### src/rtl/pipe_pkg.sv
// pipe_pkg: shared IR field positions, forward-select codes and hazard match helper
package pipe_pkg;
  localparam int RS_LSB = 5;
  localparam int RT_LSB = 0;
  localparam int RD_LSB = 10;
  localparam int SA_LSB = 15;
  localparam int IMM_LSB = 10;
  localparam int OP_LSB = 20;
  localparam logic [31:0] NOP = 32'h0;
  typedef enum logic [1:0] {FWD_RF = 2'b00, FWD_EX = 2'b01, FWD_MEM = 2'b10, FWD_WB = 2'b11} fwd_e;
  function automatic logic hit(input logic use_src, input logic [4:0] src, input logic wreg, input logic [4:0] wn);
    return use_src && src != 5'd0 && wreg && wn == src;
  endfunction
endpackage

### src/rtl/pipe_fwd_regfile.sv
// pipe_fwd_regfile: REG_N x DATA_W register file, two read ports, one write port with write-through
//   clk/clrn: clock, async active-high reset; ra_i/rb_i -> qa_o/qb_o: read ports
//   we_i/wn_i/wd_i: write port; indices >= REG_N read 0 and are never written; r0 is hardwired 0
module pipe_fwd_regfile #(
  parameter int DATA_W = 32,
  parameter int REG_N = 32
) (
  input  logic              clk,
  input  logic              clrn,
  input  logic [4:0]        ra_i,
  input  logic [4:0]        rb_i,
  output logic [DATA_W-1:0] qa_o,
  output logic [DATA_W-1:0] qb_o,
  input  logic              we_i,
  input  logic [4:0]        wn_i,
  input  logic [DATA_W-1:0] wd_i
);
  localparam int AW = $clog2(REG_N);
  logic [DATA_W-1:0] regs_q [REG_N];
  logic wr, ra_ok, rb_ok;
  assign wr = we_i && wn_i != 5'd0 && {1'b0, wn_i} < 6'(REG_N);
  assign ra_ok = {1'b0, ra_i} < 6'(REG_N);
  assign rb_ok = {1'b0, rb_i} < 6'(REG_N);
  assign qa_o = (wr && wn_i == ra_i) ? wd_i : ra_ok ? regs_q[ra_i[AW-1:0]] : '0;
  assign qb_o = (wr && wn_i == rb_i) ? wd_i : rb_ok ? regs_q[rb_i[AW-1:0]] : '0;
  always_ff @(posedge clk or posedge clrn)
    if (clrn) regs_q <= '{default: '0};
    else if (wr) regs_q[wn_i[AW-1:0]] <= wd_i;
endmodule

### src/rtl/pipe_fwd_id_stage.sv
// pipe_fwd_id_stage: decode stage with IR, register file, EX/MEM/WB forwarding, RAW stall and flush
//   inputs: IF instruction/valid, flush, control-unit decode bits, EX/MEM/WB destination + data
//   outputs: decoded fields, forwarded operands, forward selects, id_valid, if_wip, stall_cnt
module pipe_fwd_id_stage
  import pipe_pkg::*;
#(
  parameter int DATA_W = 32,
  parameter int REG_N = 32,
  parameter bit FWD_EN = 1'b1,
  parameter int CNT_W = 16
) (
  input  logic              clk,
  input  logic              clrn,
  input  logic [31:0]       if_inst,
  input  logic              if_valid,
  input  logic              flush,
  input  logic              use_rs,
  input  logic              use_rt,
  input  logic              sext,
  input  logic              shift,
  input  logic              sst,
  input  logic              ex_wreg,
  input  logic              ex_m2reg,
  input  logic [4:0]        ex_wn,
  input  logic [DATA_W-1:0] ex_alu,
  input  logic              mem_wreg,
  input  logic [4:0]        mem_wn,
  input  logic [DATA_W-1:0] mem_fwd,
  input  logic              wb_wreg,
  input  logic [4:0]        wb_wn,
  input  logic [DATA_W-1:0] wb_data,
  output logic [11:0]       id_op,
  output logic [4:0]        id_rs,
  output logic [4:0]        id_rt,
  output logic [4:0]        id_wn,
  output logic [DATA_W-1:0] id_qa,
  output logic [DATA_W-1:0] id_qb,
  output logic [DATA_W-1:0] id_imm,
  output logic [1:0]        fwd_a,
  output logic [1:0]        fwd_b,
  output logic              id_valid,
  output logic              if_wip,
  output logic [CNT_W-1:0]  stall_cnt
);
  logic [31:0] ir_q, ir_d;
  logic valid_q, valid_d;
  logic [CNT_W-1:0] cnt_q, cnt_d;
  logic [4:0] rs, rt, rd, sa;
  logic [15:0] imm;
  logic [DATA_W-1:0] rf_a, rf_b;
  logic ex_a, ex_b, mem_a, mem_b, wb_a, wb_b, raw_stall, stall;
  assign rs = ir_q[RS_LSB +: 5];
  assign rt = ir_q[RT_LSB +: 5];
  assign rd = ir_q[RD_LSB +: 5];
  assign sa = ir_q[SA_LSB +: 5];
  assign imm = ir_q[IMM_LSB +: 16];
  pipe_fwd_regfile #(.DATA_W(DATA_W), .REG_N(REG_N)) u_rf (
    .clk(clk), .clrn(clrn), .ra_i(rs), .rb_i(rt), .qa_o(rf_a), .qb_o(rf_b),
    .we_i(wb_wreg), .wn_i(wb_wn), .wd_i(wb_data)
  );
  assign ex_a = hit(use_rs, rs, ex_wreg, ex_wn);
  assign ex_b = hit(use_rt, rt, ex_wreg, ex_wn);
  assign mem_a = hit(use_rs, rs, mem_wreg, mem_wn);
  assign mem_b = hit(use_rt, rt, mem_wreg, mem_wn);
  assign wb_a = hit(use_rs, rs, wb_wreg, wb_wn);
  assign wb_b = hit(use_rt, rt, wb_wreg, wb_wn);
  // Without forwarding, any EX/MEM producer must drain to WB before ID may proceed.
  assign raw_stall = FWD_EN ? (ex_a | ex_b) & ex_m2reg : ex_a | ex_b | mem_a | mem_b;
  assign stall = raw_stall & valid_q & ~flush;
  always_comb begin
    fwd_a = (FWD_EN && ex_a) ? FWD_EX : (FWD_EN && mem_a) ? FWD_MEM : wb_a ? FWD_WB : FWD_RF;
    fwd_b = (FWD_EN && ex_b) ? FWD_EX : (FWD_EN && mem_b) ? FWD_MEM : wb_b ? FWD_WB : FWD_RF;
    id_qa = fwd_a == FWD_EX ? ex_alu : fwd_a == FWD_MEM ? mem_fwd : fwd_a == FWD_WB ? wb_data : rf_a;
    id_qb = fwd_b == FWD_EX ? ex_alu : fwd_b == FWD_MEM ? mem_fwd : fwd_b == FWD_WB ? wb_data : rf_b;
    ir_d = flush ? NOP : stall ? ir_q : if_inst;
    valid_d = ~flush & (stall ? valid_q : if_valid);
    cnt_d = cnt_q + CNT_W'(stall & ~&cnt_q);
  end
  always_ff @(posedge clk or posedge clrn)
    if (clrn) begin
      ir_q <= NOP;
      valid_q <= 1'b0;
      cnt_q <= '0;
    end else begin
      ir_q <= ir_d;
      valid_q <= valid_d;
      cnt_q <= cnt_d;
    end
  assign id_op = ir_q[OP_LSB +: 12];
  assign id_rs = rs;
  assign id_rt = rt;
  assign id_wn = sst ? rt : rd;
  assign id_imm = shift ? {{(DATA_W-5){1'b0}}, sa} : {{(DATA_W-16){sext & imm[15]}}, imm};
  assign id_valid = valid_q & ~stall & ~flush;
  assign if_wip = ~stall;
  assign stall_cnt = cnt_q;
endmodule

### config.mk
export PLATFORM = sky130hd
export DESIGN_NAME = pipe_fwd_id_stage
export DESIGN_NICKNAME = d
export VERILOG_FILES = /design/src/rtl/pipe_pkg.sv /design/src/rtl/pipe_fwd_regfile.sv /design/src/rtl/pipe_fwd_id_stage.sv
export SDC_FILE = /design/constraint.sdc
export NUM_CORES = 2
export LEC_CHECK = 0
export CAP_MARGIN = 20
export CORE_MARGIN = 1
export CORE_UTILIZATION = 55
export DETAILED_ROUTE_END_ITERATION = 12
export PLACE_DENSITY = 0.77
export RECOVER_POWER = 50
export SYNTH_ARGS = -nofsm -noshare
export SYNTH_HDL_FRONTEND = slang
export SYNTH_SLANG_ARGS = --single-unit
export TNS_END_PERCENT = 100
### constraint.sdc
create_clock -name clk -period 43.7 [get_ports clk]
set_input_delay 13.11 -clock clk [delete_from_list [all_inputs] [get_ports clk]]
set_output_delay 13.11 -clock clk [all_outputs]
set_load 0.05 [all_outputs]
==> metrics.md <==
| Metric | Value |
|---|---|
| Top cell type's share of synthesized area | `45.3%` |
| Post-synthesis async set-or-reset flop share | `100%` |
| Row count | `120` |
| Pleak | `28.0 nW` |
| P&R area growth vs syn | `13.3%` |
| Die H | `330 µm` |
| Slew HR | `-478%` |
| Final GP Congestion | `0.943` |
| Ys flop type | `dfrtp_1` |
| Placed Area | `63100 µm²` |
| Filler instances | `7954` |
| Unrepaired setup endpoints after global routing | `no` |
| Final antenna-violating net count | `0` |
| Die W | `330 µm` |
| H-Tree Depth | `3` |
| First-pass GRT wire length | `288 mm` |
| P per Cell Area | `44.3 nW/µm²` |
| Netlist cell types | `52` |
| Slew @ Worst Pin | `8.67 ns` |
| Critical path capture point type | `output port` |
| CTS Root Cell | `clkbuf_16` |
| WP data arrival | `17.40 ns` |
| Hold violation count in the final report | `0` |
| Setup TNS | `0 ns` |
| Post-CTS Setup Bufs | `0` |
| Final setup fails | `0` |
| Fin crit period | `30.51 ns` |
| Vias in the first global route | `42300` |
| Achievable Freq | `0.0328 GHz` |
| Initial antenna violation count | `17` |
| Max Cap Viol | `27` |
| Worst Setup SP | `mem_wn[1]` |
| CTS hold repair buffers | `0` |
| Inserted Clock Buffers | `113` |
| Critical path class | `in -> out` |
| Metal2 WL | `85.6 mm` |
| Worst EP required | `30.59 ns` |
| Met1 WL | `72.4 mm` |
| CTS clk-pin slew, worst paths | `0.06 ns` |
| # DRC | `0` |
| Final std cells w/o fill | `5774` |
| Outcome | `finished with violations` |
| Slew Limit Fails | `1226` |
| CTS Sinks | `1073` |
| Gr usage total | `36.4%` |
| Met3 WL | `27.0 mm` |
| Tightest Hold Check Type | `reg -> reg` |
| Layout net count | `4422` |
| Core area | `107000 µm²` |
| Period utilization | `69.8%` |
| Io pins | `301` |
| Clock Path Buffers | `3` |
| Hold Crit Start | `u_rf.regs_q[1009]$_DFFE_PP0P_` |
| Largest net degree at the start of global routing | `166` |
| DRT Pass-1 Iters | `5` |
| Synth warn | `0` |
| Final Util | `62.8%` |
| Via Count | `42200` |
| Hold_ws | `0.398 ns` |
| # port buffers | `300` |
| Worst r2r path cells | `12` |
| Mean post-synth cell area | `14.0 µm²` |
| Final instance area | `67200 µm²` |
| Failing checks | `max-capacitance violations, max-slew violations` |
| Peak supply drop | `0.0350 mV` |
| Uppermost layer routed | `met5` |
| DIE AREA | `109000 µm²` |
| Area leader, netlist | `dfrtp_1` |
| Layout cells sized above 1 | `43.6%` |
| Starting Density | `55.5%` |
| Syn Inst Count | `4222` |
| Critical Path Start Type | `input pin` |
| Number of flops mapped to enable cells by yosys | `0` |
| Sequential fraction of the synthesis area | `45.3%` |
| Top cells by area, synth | `dfrtp_1, mux2_2, mux4_2` |
| Worst skew pair latency | `0.71 ns` |
| Area occupied by multi-input gates | `30100 µm²` |
| Gr ovfl total | `0` |
| CTS tree | `done` |
| Avg Vias per Cell | `7.31` |
| Crit Path Max Fanout | `33` |
| Area of the mapped netlist | `59300 µm²` |
| Clock skew | `0.0107 ns` |
| Hold path depth | `0` |
| Synthesis-stage register bit count | `1073` |
| # placed instances | `5534` |
| Worst reg2reg startpoint | `ir_q[7]$_DFFE_PP0P_` |
| Drt total wl | `197 mm` |
| Dpl hpwl | `117 mm` |
| Post-Syn Nets | `4380` |
| Post-CTS Resized | `0` |
| Average routed wire per standard cell | `34.1 µm` |
| Drt first-iter violations | `5096` |
| Seq. cell area | `26900 µm²` |
## routing by layer
metal / vias to the layer above / track usage [%]
li1: 16400 / -
met1: 22100 / 47.7
met2: 2990 / 53.0
met3: 712 / 13.4
met4: 6 / 19.4
met5: - / 0
## sequential cells by signal, indices dropped and copies added, names as in the netlist
register,count
u_rf.regs_q,1024
valid_q,1
stall_cnt,16
ir_q,32
## cell type report
type | count | area share (%)
multi-input cells | 2590 | 44.9
flip-flops and latches | 1073 | 40.0
repair buffers | 450 | 6.46
clock buffers | 162 | 4.86
well taps | 1403 | 2.61
clock inverters | 47 | 0.935
inverters | 36 | 0.203
diodes | 13 | 0.0484
## Yosys cell counts (46+ instances only)
cell type,instances
nand3_1,73
a221oi_1,59
nand2_1,98
a32oi_1,62
mux2_2,1085
nor2b_1,73
mux4_2,431
a211oi_1,64
buf_4,46
mux2i_1,135
dfrtp_1,1073
buf_2,110
buf_1,75
clkbuf_1,283
a22o_1,102
## critical path: stages
cell and delay [ns]:
clkdlybuf4s50_1 0.52, xnor2_1 0.15, and4b_2 0.26, buf_4 0.47, and2_2 0.81, buf_4 0.48
nor3_4 0.17, buf_8 0.24, a32oi_1 0.27, clkdlybuf4s50_1 0.88
## worst paths after layout
kind | to | slack (ns)
hold reg to reg | u_rf.regs_q[1009]$_DFFE_PP0P_ | 0.40
min in group asynchronous | u_rf.regs_q[909]$_DFFE_PP0P_ | 14.21
setup reg to reg | stall_cnt[12]$_DFF_PP0_ | 38.41
setup / recovery | id_qa[6] | 13.19
hold / removal | u_rf.regs_q[1009]$_DFFE_PP0P_ | 0.40
max in group asynchronous | ir_q[0]$_DFFE_PP0P_ | 16.94
## placed cells by master (no fill, tap or decap), types with 13 or more instances in the layout
cell / Yosys / layout
clkbuf_16: 0 / 115
a22o_1: 102 / 102
clkdlybuf4s50_1: 0 / 266
mux2_2: 1085 / 1081
clkbuf_8: 0 / 23
clkbuf_1: 283 / 49
a2111oi_0: 22 / 22
diode_2: 0 / 13
o311ai_0: 35 / 35
o22ai_1: 42 / 42
buf_4: 46 / 102
dlygate4sd3_1: 0 / 34
a32oi_1: 62 / 62
o22a_1: 20 / 20
nand3_1: 73 / 73
nor3_1: 22 / 22
xor2_1: 26 / 26
a221oi_1: 59 / 59
mux2i_1: 135 / 135
xnor2_1: 19 / 19
clkinv_2: 0 / 20
mux4_2: 431 / 431
o21ai_0: 43 / 43
nor2_1: 45 / 32
nor2b_1: 73 / 65
a211oi_1: 64 / 64
bufinv_16: 0 / 13
inv_1: 36 / 35
mux2_4: 20 / 20
nand2_1: 98 / 88
dfrtp_1: 1073 / 1065
o311ai_1: 29 / 29
## metrics by stage
step / total power, mW / worst slack (ns)
final: 2.97 / 13.19
after floorplan: 1.77 / 0.384
after global routing: 3.07 / 13.16
after detailed placement: 1.96 / 13.34
after global placement: 1.92 / 13.35
after CTS: 2.96 / 13.33
## kinds of logic after synthesis
family / after synthesis / share of synthesized area (%)
xor gates and xnor gates: 45 / 0.665
adders and majority gates: 2 / 0.0422
and+or+nand+nor: 372 / 3.22
buffers and inverters: 559 / 4.18
muxes: 1679 / 39.9
AOI/OAI and AO/OA: 492 / 6.69
DFF: 1073 / 45.3
## power by group
| group | internal, mW | switching [mW] | total (mW) |
|---|---|---|---|
| sequential | 1.17 | 0.137 | 1.31 |
| combinational | 0.357 | 0.291 | 0.648 |
| clock | 0.595 | 0.417 | 1.01 |
| total | 2.13 | 0.846 | 2.97 |
(Power assumes the default switching activity.)
